## config.mk

```make
export PLATFORM = sky130hd
export DESIGN_NAME = tc77_responder
export DESIGN_NICKNAME = d
export VERILOG_FILES = /design/src/rtl/tc77_responder.sv
export SDC_FILE = /design/constraint.sdc
export NUM_CORES = 1
export LEC_CHECK = 0
export ABC_AREA = 1
export CAP_MARGIN = 40
export CORE_MARGIN = 5
export CORE_UTILIZATION = 62
export DETAILED_ROUTE_END_ITERATION = 8
export HOLD_SLACK_MARGIN = 0.1
export PLACE_DENSITY = 0.84
export SYNTH_ARGS = -nofsm -noshare
export SYNTH_HDL_FRONTEND = slang
export SYNTH_SLANG_ARGS = --single-unit
```

## constraint.sdc

```tcl
create_clock -name MCLK -period 2.4 [get_ports MCLK]
set_input_delay 0.6 -clock MCLK [delete_from_list [all_inputs] [get_ports MCLK]]
set_output_delay 0.6 -clock MCLK [all_outputs]
set_load 0.05 [all_outputs]
```

## src/rtl/tc77_responder.sv

```systemverilog
// rtl/tc77_responder.sv - TC77-style serial temperature sensor responder
//
// Purpose:
//   Emulates a TC77 temperature sensor on a 3-wire bus.
//   - A free-running conversion timer periodically latches TEMPVAL.
//   - A host transaction starts on the nCS fall. It reads a 16-bit frame
//     {temp[12:0], convdone, 2'b00} and then may shift in a 16-bit
//     config word.
//   - Config word 16'hFFFF enters shutdown; 16'h0000 leaves it.
//
// Ports:
//   MCLK      in   sole clock, rising edge
//   RESET     in   synchronous, active-high reset
//   nCS       in   host chip select, active-low, asynchronous
//   SCK       in   host serial clock, asynchronous, idles low
//   SIO_IN    in   sampled level of the SIO pad
//   SIO_OUT   out  data driven onto SIO (1 whenever SIO_OE=0)
//   SIO_OE    out  SIO pad output enable, 1=drive
//   TEMPVAL   in   13-bit signed temperature, 0.0625 C/LSB
//   SHUTDOWN  out  emulated sensor shutdown flag
//   CONVDONE  out  at least one conversion completed since reset
//   nCFGSTB   out  one-cycle active-low strobe on a complete config word
//   CFGWORD   out  last complete config word

module tc77_responder #(
  parameter logic [23:0] CONV_CYCLES = 24'd1000
) (
  input  logic        MCLK,
  input  logic        RESET,
  input  logic        nCS,
  input  logic        SCK,
  input  logic        SIO_IN,
  output logic        SIO_OUT,
  output logic        SIO_OE,
  input  logic [12:0] TEMPVAL,
  output logic        SHUTDOWN,
  output logic        CONVDONE,
  output logic        nCFGSTB,
  output logic [15:0] CFGWORD
);

  typedef enum logic [1:0] {
    IDLE   = 2'd0,
    READ   = 2'd1,
    WRITE  = 2'd2,
    WAITCS = 2'd3
  } state_t;

  state_t      r_state;
  state_t      w_state_next;

  // Synchronizers plus one delay flop each for edge detection.
  logic        r_ncs_s1, r_ncs_s2, r_ncs_d;
  logic        r_sck_s1, r_sck_s2, r_sck_d;
  logic        r_sio_s1, r_sio_s2;

  // r_ncs_s2/r_ncs_d hold reset values, not pad samples, for the first
  // few cycles after reset. r_warm waits those cycles out. r_armed then
  // requires a genuine high level on nCS before a fall can start a
  // transaction, so a chip select already low at reset release is ignored.
  logic [1:0]  r_warm;
  logic        r_armed;

  logic [15:0] r_shift_out;
  logic [3:0]  r_bitcnt;
  logic        r_sio_oe;
  logic [15:0] r_cfg_shift;
  logic [15:0] r_cfgword;
  logic        r_ncfgstb;
  logic        r_shutdown;
  logic        r_convdone;
  logic [12:0] r_temp;
  logic [23:0] r_conv_cnt;

  logic        w_ncs_fall;
  logic        w_ncs_rise;
  logic        w_sck_rise;
  logic        w_sck_fall;
  logic        w_conv_wrap;
  logic        w_cnt_last;
  logic [15:0] w_cfg_next;

  logic        w_load;
  logic        w_rd_shift;
  logic        w_cnt_inc;
  logic        w_cfg_shift;
  logic        w_cfg_done;
  logic        w_abort;

  assign w_ncs_fall  = r_ncs_d & ~r_ncs_s2 & r_armed;
  assign w_ncs_rise  = ~r_ncs_d & r_ncs_s2;
  assign w_sck_rise  = ~r_sck_d & r_sck_s2;
  assign w_sck_fall  = r_sck_d & ~r_sck_s2;
  assign w_conv_wrap = ~r_shutdown & (r_conv_cnt == (CONV_CYCLES - 24'd1));
  assign w_cnt_last  = (r_bitcnt == 4'd15);
  assign w_cfg_next  = {r_cfg_shift[14:0], r_sio_s2};

  // ---------------------------------------------------------------------
  // Input synchronization
  // ---------------------------------------------------------------------
  always_ff @(posedge MCLK) begin
    if (RESET) begin
      r_ncs_s1 <= 1'b1;
      r_ncs_s2 <= 1'b1;
      r_ncs_d  <= 1'b1;
      r_sck_s1 <= 1'b0;
      r_sck_s2 <= 1'b0;
      r_sck_d  <= 1'b0;
      r_sio_s1 <= 1'b0;
      r_sio_s2 <= 1'b0;
      r_warm   <= 2'd0;
      r_armed  <= 1'b0;
    end else begin
      r_ncs_s1 <= nCS;
      r_ncs_s2 <= r_ncs_s1;
      r_ncs_d  <= r_ncs_s2;
      r_sck_s1 <= SCK;
      r_sck_s2 <= r_sck_s1;
      r_sck_d  <= r_sck_s2;
      r_sio_s1 <= SIO_IN;
      r_sio_s2 <= r_sio_s1;
      if (r_warm != 2'd3) begin
        r_warm <= r_warm + 2'd1;
      end else if (r_ncs_s2 && r_ncs_d) begin
        r_armed <= 1'b1;
      end
    end
  end

  // ---------------------------------------------------------------------
  // FSM: state register
  // ---------------------------------------------------------------------
  always_ff @(posedge MCLK) begin
    if (RESET) begin
      r_state <= IDLE;
    end else begin
      r_state <= w_state_next;
    end
  end

  // ---------------------------------------------------------------------
  // FSM: next state and datapath strobes
  // ---------------------------------------------------------------------
  always_comb begin
    w_state_next = r_state;
    w_load       = 1'b0;
    w_rd_shift   = 1'b0;
    w_cnt_inc    = 1'b0;
    w_cfg_shift  = 1'b0;
    w_cfg_done   = 1'b0;
    w_abort      = 1'b0;

    case (r_state)
      IDLE: begin
        if (w_ncs_fall) begin
          w_load       = 1'b1;
          w_state_next = READ;
        end
      end
      READ: begin
        if (w_sck_rise) begin
          w_cnt_inc = 1'b1;
          // The 4-bit counter wraps to zero here, so it is already
          // cleared for the write phase.
          if (w_cnt_last) begin
            w_state_next = WRITE;
          end
        end
        if (w_sck_fall) begin
          w_rd_shift = 1'b1;
        end
      end
      WRITE: begin
        if (w_sck_rise) begin
          w_cnt_inc   = 1'b1;
          w_cfg_shift = 1'b1;
          if (w_cnt_last) begin
            w_cfg_done   = 1'b1;
            w_state_next = WAITCS;
          end
        end
      end
      WAITCS: begin
        w_state_next = WAITCS;
      end
      default: begin
        w_state_next = IDLE;
      end
    endcase

    // A chip-select release overrides everything. A partial frame or a
    // partial config word is dropped.
    if (w_ncs_rise) begin
      w_state_next = IDLE;
      w_load       = 1'b0;
      w_rd_shift   = 1'b0;
      w_cnt_inc    = 1'b0;
      w_cfg_shift  = 1'b0;
      w_cfg_done   = 1'b0;
      w_abort      = 1'b1;
    end
  end

  // ---------------------------------------------------------------------
  // Datapath
  // ---------------------------------------------------------------------
  always_ff @(posedge MCLK) begin
    if (RESET) begin
      r_shift_out <= 16'h0000;
      r_bitcnt    <= 4'd0;
      r_sio_oe    <= 1'b0;
      r_cfg_shift <= 16'h0000;
      r_cfgword   <= 16'h0000;
      r_ncfgstb   <= 1'b1;
      r_shutdown  <= 1'b0;
      r_convdone  <= 1'b0;
      r_temp      <= 13'd0;
      r_conv_cnt  <= 24'd0;
    end else begin
      // Conversion timer. It is frozen in shutdown. A wrap only updates
      // r_temp; a frame already loaded is unaffected, and a load in the
      // same cycle still sees the pre-wrap values.
      if (!r_shutdown) begin
        if (w_conv_wrap) begin
          r_conv_cnt <= 24'd0;
          r_temp     <= TEMPVAL;
          r_convdone <= 1'b1;
        end else begin
          r_conv_cnt <= r_conv_cnt + 24'd1;
        end
      end

      r_ncfgstb <= ~w_cfg_done;

      if (w_load) begin
        r_shift_out <= {r_temp, r_convdone, 2'b00};
        r_sio_oe    <= 1'b1;
        r_bitcnt    <= 4'd0;
      end

      // Fall k presents frame bit 15-k. Fall 13 presents bit 2
      // (CONVDONE), which the host samples on the 14th rise. The pad is
      // released on the next fall, so bits 1:0 are never driven.
      if (w_rd_shift) begin
        r_shift_out <= {r_shift_out[14:0], 1'b0};
        if (r_bitcnt >= 4'd14) begin
          r_sio_oe <= 1'b0;
        end
      end

      if (w_cnt_inc) begin
        r_bitcnt <= r_bitcnt + 4'd1;
      end

      if (w_cfg_shift) begin
        r_cfg_shift <= w_cfg_next;
      end

      if (w_cfg_done) begin
        r_cfgword <= w_cfg_next;
        if (w_cfg_next == 16'hFFFF) begin
          r_shutdown <= 1'b1;
        end else if (w_cfg_next == 16'h0000) begin
          r_shutdown <= 1'b0;
        end
      end

      if (w_abort) begin
        r_sio_oe <= 1'b0;
      end
    end
  end

  assign SIO_OE   = r_sio_oe;
  assign SIO_OUT  = r_sio_oe ? r_shift_out[15] : 1'b1;
  assign SHUTDOWN = r_shutdown;
  assign CONVDONE = r_convdone;
  assign nCFGSTB  = r_ncfgstb;
  assign CFGWORD  = r_cfgword;

endmodule

```

# [Yosys cells after proc, flatten, opt, wreduce, memory -nomap -nowiden]
# Cells that the tools add are included.
# Widths: inputs -> output; s select.
[totals] ff_bits=104 inputBits=18 output_inout_bits=21 wordCells=96
[classes] addsub=3 magnitude_cmp=1 n_eq_ne=12 n_mux=33 bitwise=13 n_reduce_logical=13
[op_table] op="$mux 16" count=2
[op_table] op="$add 24x1->24 const B" count=1
[op_table] op="$eq 24x10->1 const B" count=1
[op_table] op="$mux 24" count=1
[op_table] op="$mux 1" count=22
[op_table] op="$eq 16x16->1 const B" count=1
[op_table] op="$logic_not 16->1" count=1
[op_table] op="$ne 2x2->1 const B" count=6
[op_table] op="$mux 2" count=5
[op_table] op="$mux 4" count=2
[op_table] op="$pmux 2 s4" count=1
[op_table] op="$not 1->1" count=7
[op_table] op="$and 1x1->1" count=6
[op_table] op="$reduce_and 2->1" count=3
[op_table] op="$reduce_bool 2->1" count=3
[op_table] op="$reduce_or 2->1" count=3
[op_table] op="$reduce_and 5->1" count=1
[op_table] op="$add 4x1->4 const B" count=1
[op_table] op="$eq 2x2->1 const B" count=2
[op_table] op="$eq 4x4->1 const B" count=1
[op_table] op="$ge 4x4->1 const B" count=1
[op_table] op="$add 2x1->2 const B" count=1
[op_table] op="$eq 2x1->1 const B" count=1
[op_table] op="$logic_not 2->1" count=1
[op_table] op="$logic_and 1x1->1" count=1

# [Longest topological paths before layout]
[logic_depth] ltp_word=9 depth_mapped=11 ltp_nobuf=10

# [Least setup slack after synthesis]
# OpenSTA, ideal clock, no wires.
[synth_timing] path_kind="reg2out" from="register r_sio_oe, in the netlist SIO_OE" to="output SIO_OUT" arrival_time_ns=1.117 required_time_ns=1.800 slack_ns=0.683 stages_incl_launch_ff=3 n_path_buf=0 path_cell_list="dfxtp_1 > inv_1 > or2_2"
[synth_between] elab_chain_cells=1
[synth_lines] element="start, declared" line="66" text="logic r_sio_oe;"
[synth_lines] element="start signal, assigned" line="211" text="r_sio_oe <= 1'b0;"
[synth_lines] element="start signal, assigned" line="237" text="r_sio_oe <= 1'b1;"
[synth_lines] element="start signal, assigned" line="247" text="r_sio_oe <= 1'b0;"
[synth_lines] element="$mux 1" line="275" text="assign SIO_OUT = r_sio_oe ? r_shift_out[15] : 1'b1;"
[synth_lines] element="end, declared" line="33" text="output logic SIO_OUT,"
# No other way between the ends.

# [Worst setup path in the final report]
# Same ends and word-level chain as after synthesis.

==> impl_metrics.tcl <==
set metrics [dict create \
    synth_top_cell_by_area "dfxtp_1" \
    fin_nets 726 \
    worstMarginPinSlew_ns 0.620 \
    hold_buffers 0 \
    drc 0 \
    critPathLaunchType "flip-flop" \
    drive_above_1_share_pct 8.96 \
    clkSlewWorstSetupHoldPaths_ns 0.09 \
    cts_setup_buffers 0 \
    yosys-top-cells-count "147 x nand2_1, 115 x nor2_1, 103 x dfxtp_1, 82 x inv_1, 52 x nand3_1" \
    rows 31 \
    gp_congestion 0.885 \
    grt_pass1_wl_um 16800 \
    grt_pass1_vias 3839 \
    grt_busiest_layer "met2" \
    crit_arrival_ns 1.70 \
    fin_skew_ns 0.0111 \
    status "finished, final reports clean" \
    p_per_area_nw_per_um2 598 \
    area_delta_synth_final_pct 13.3 \
    antenna_found_initial 0 \
    hold_ws_ns 0.414 \
    wirelength_um 9240 \
    postRouteAntennaNets 0 \
    dp_hpwl_um 6670 \
    ys_top_cells_by_area "dfxtp_1 44%, nand2_1 12%, nor2_1 9.2%, inv_1 6.6%, nand3_1 5.6%" \
    cpLargestDelayFamily "buffers and inverters" \
    die_h_um 96.8 \
    met1_usage_pct 26.3 \
    cts_sinks 103 \
    vias 4054 \
    async_flop_share_pct 0 \
    ctsResizeCount 0 \
    clockBufferDepth 2 \
    synth_top_area_share_pct 44.1 \
    yosysMostFrequentCell "nand2_1" \
    maxSlewViolCount 0 \
    antennaDiodeCount 0 \
    portBuffers 38 \
    setup-tns-final_ns 0 \
    dr.pass1.iters 5 \
    crit_path_end_kind "output pin" \
    slowest_delay_ns 0.70 \
    grt_setup_unrepaired "no" \
    grtUsageMet2_pct 35.4 \
    crit_slowest_cell "clkdlybuf4s50_1" \
    grt_use_met3_pct 5.40 \
    yosysWarnings 0 \
    synth_edf_count 0 \
    crit_type "flip-flop to output pin" \
    numCtsBuffers 9 \
    drv_cap 0 \
    synthFlopType "dfxtp_1" \
    viasPerCell 5.05 \
    grt_use_total_pct 20.9 \
    io_pins 39 \
    ys_seq_area_share_pct 44.1 \
    fillCellCount 616 \
    holdCritPathClass "flip-flop to flip-flop" \
    vdd_drop_max_mv 0.363 \
    crit_path_cell_trace "inv_1, or2_2, clkdlybuf4s50_1" \
    clockRootBuffer "clkbuf_8" \
    required_ns 1.80 \
    die_area_um2 9370 \
    cp_max_fo 2 \
    syn_nets 693 \
    setup_viol 0 \
    core_um2 7290 \
    relSlewSlack_pct 58.6 \
    insertion_delay_ns 0.36 \
    critPathBufInv 2 \
    synth-seq-cells 103 \
    drt-initial-drc-count 161 \
    cts_tree "built" \
    min_period_over_period_pct 95.9 \
    die_width_um 96.8 \
    initial_core_util_pct 64.1 \
    htreeDepth 3 \
    leakage_uw 0.00228 \
    wl_per_cell_um 11.5 \
    max_freq_ghz 0.434 \
    netlist_instances 666 \
    grt_start_max_net_pins 34 \
    fin_crit_ns 2.30 \
    grt_overflow 0 \
    mappedNetlistArea_um2 4670 \
    avgSynthCellArea_um2 7.01 \
    synth_cell_types 29 \
    final_hold_viol_count 0 \
]
-- registers in the layout, summed over array words and instances (netlist names), 2 cells and up --
| name | flops |
|---|---|
| r_shift_out | 14 |
| r_state | 2 |
| r_bitcnt | 4 |
| r_temp | 13 |
| r_conv_cnt | 24 |
| CFGWORD | 16 |
| r_cfg_shift | 15 |
| r_warm | 2 |
-- metal layers --
| metal | vias up | routed length (µm) | share of wire (%) |
|---|---|---|---|
| li1 | 2128 | - | - |
| met1 | 1842 | 4280 | 46 |
| met2 | 75 | 4470 | 48 |
| met3 | 9 | 388 | 4.2 |
| met4 | 0 | 96 | 1.0 |
| met5 | - | 0 | 0 |
-- cell usage in the layout, fill, tap and decap left out --
cell type / n
inv_2: 6
buf_12: 1
a21oi_1: 29
nor2_1: 115
xnor2_1: 2
ha_1: 9
nor2_2: 10
nand3_1: 52
and3_1: 1
nand2_1: 147
dfxtp_1: 103
clkbuf_8: 10
inv_1: 82
inv_8: 1
buf_4: 3
nor2_4: 8
nand3b_1: 1
inv_6: 1
nand2_2: 13
or2_2: 4
nand4_1: 4
a221oi_1: 1
bufinv_16: 1
clkdlybuf4s50_1: 37
nor3_1: 13
nand2_4: 2
o21a_1: 1
xor2_1: 2
o21ai_1: 7
nand3_4: 1
clkinvlp_4: 2
o21ai_0: 34
-- stage by stage --
step	setup slack, ns	area, µm²	util (%)	instances	total power, µW
floorplan	0.683	4670	-	666	2010
global placement	0.489	5090	69.8	787	2080
detailed placement	0.427	5090	69.8	787	2100
CTS	0.0711	5290	72.6	802	3200
global route	0.0141	5290	72.6	802	3320
finish	0.0978	5290	72.6	802	3170
-- power by group --
group | switching [µW] | internal (µW)
sequential | 33.0 | 1750
combinational | 167 | 109
clock | 591 | 516
total | 790 | 2380
-- cell families (layout without fill, tap and decap cells) --
group	Yosys count	count (layout)	share of synthesized area, %
and+or+nand+nor	371	371	35.3
buffers and inverters	107	144	9.59
DFF	103	103	44.1
AOI/OAI and AO/OA	72	72	7.85
adders and majority gates	9	9	2.41
xor gates and xnor gates	4	4	0.750
-- final cells by class --
cell class	count	area (µm²)	share of cell area, %
Sequential cell	103	2060	39.0
Timing Repair Buffer	41	413	7.80
Clock buffer	10	138	2.60
Tap cell	99	124	2.34
Multi-Input combinational cell	456	2160	40.8
Clock inverter	5	65.1	1.23
Inverter	88	330	6.24
-- worst paths after layout --
kind	from	endpoint	slack, ns	depth (start not counted)
worst max register to register	r_conv_cnt[1]	r_conv_cnt[13]	0.59	10
worst min-delay path	r_ncs_s1	r_ncs_s2	0.41	1
worst max-delay path	SIO_OE	SIO_OUT	0.1	3
worst min register to register	r_ncs_s1	r_ncs_s2	0.41	1
Note: power is estimated with default switching activity, not from simulation.
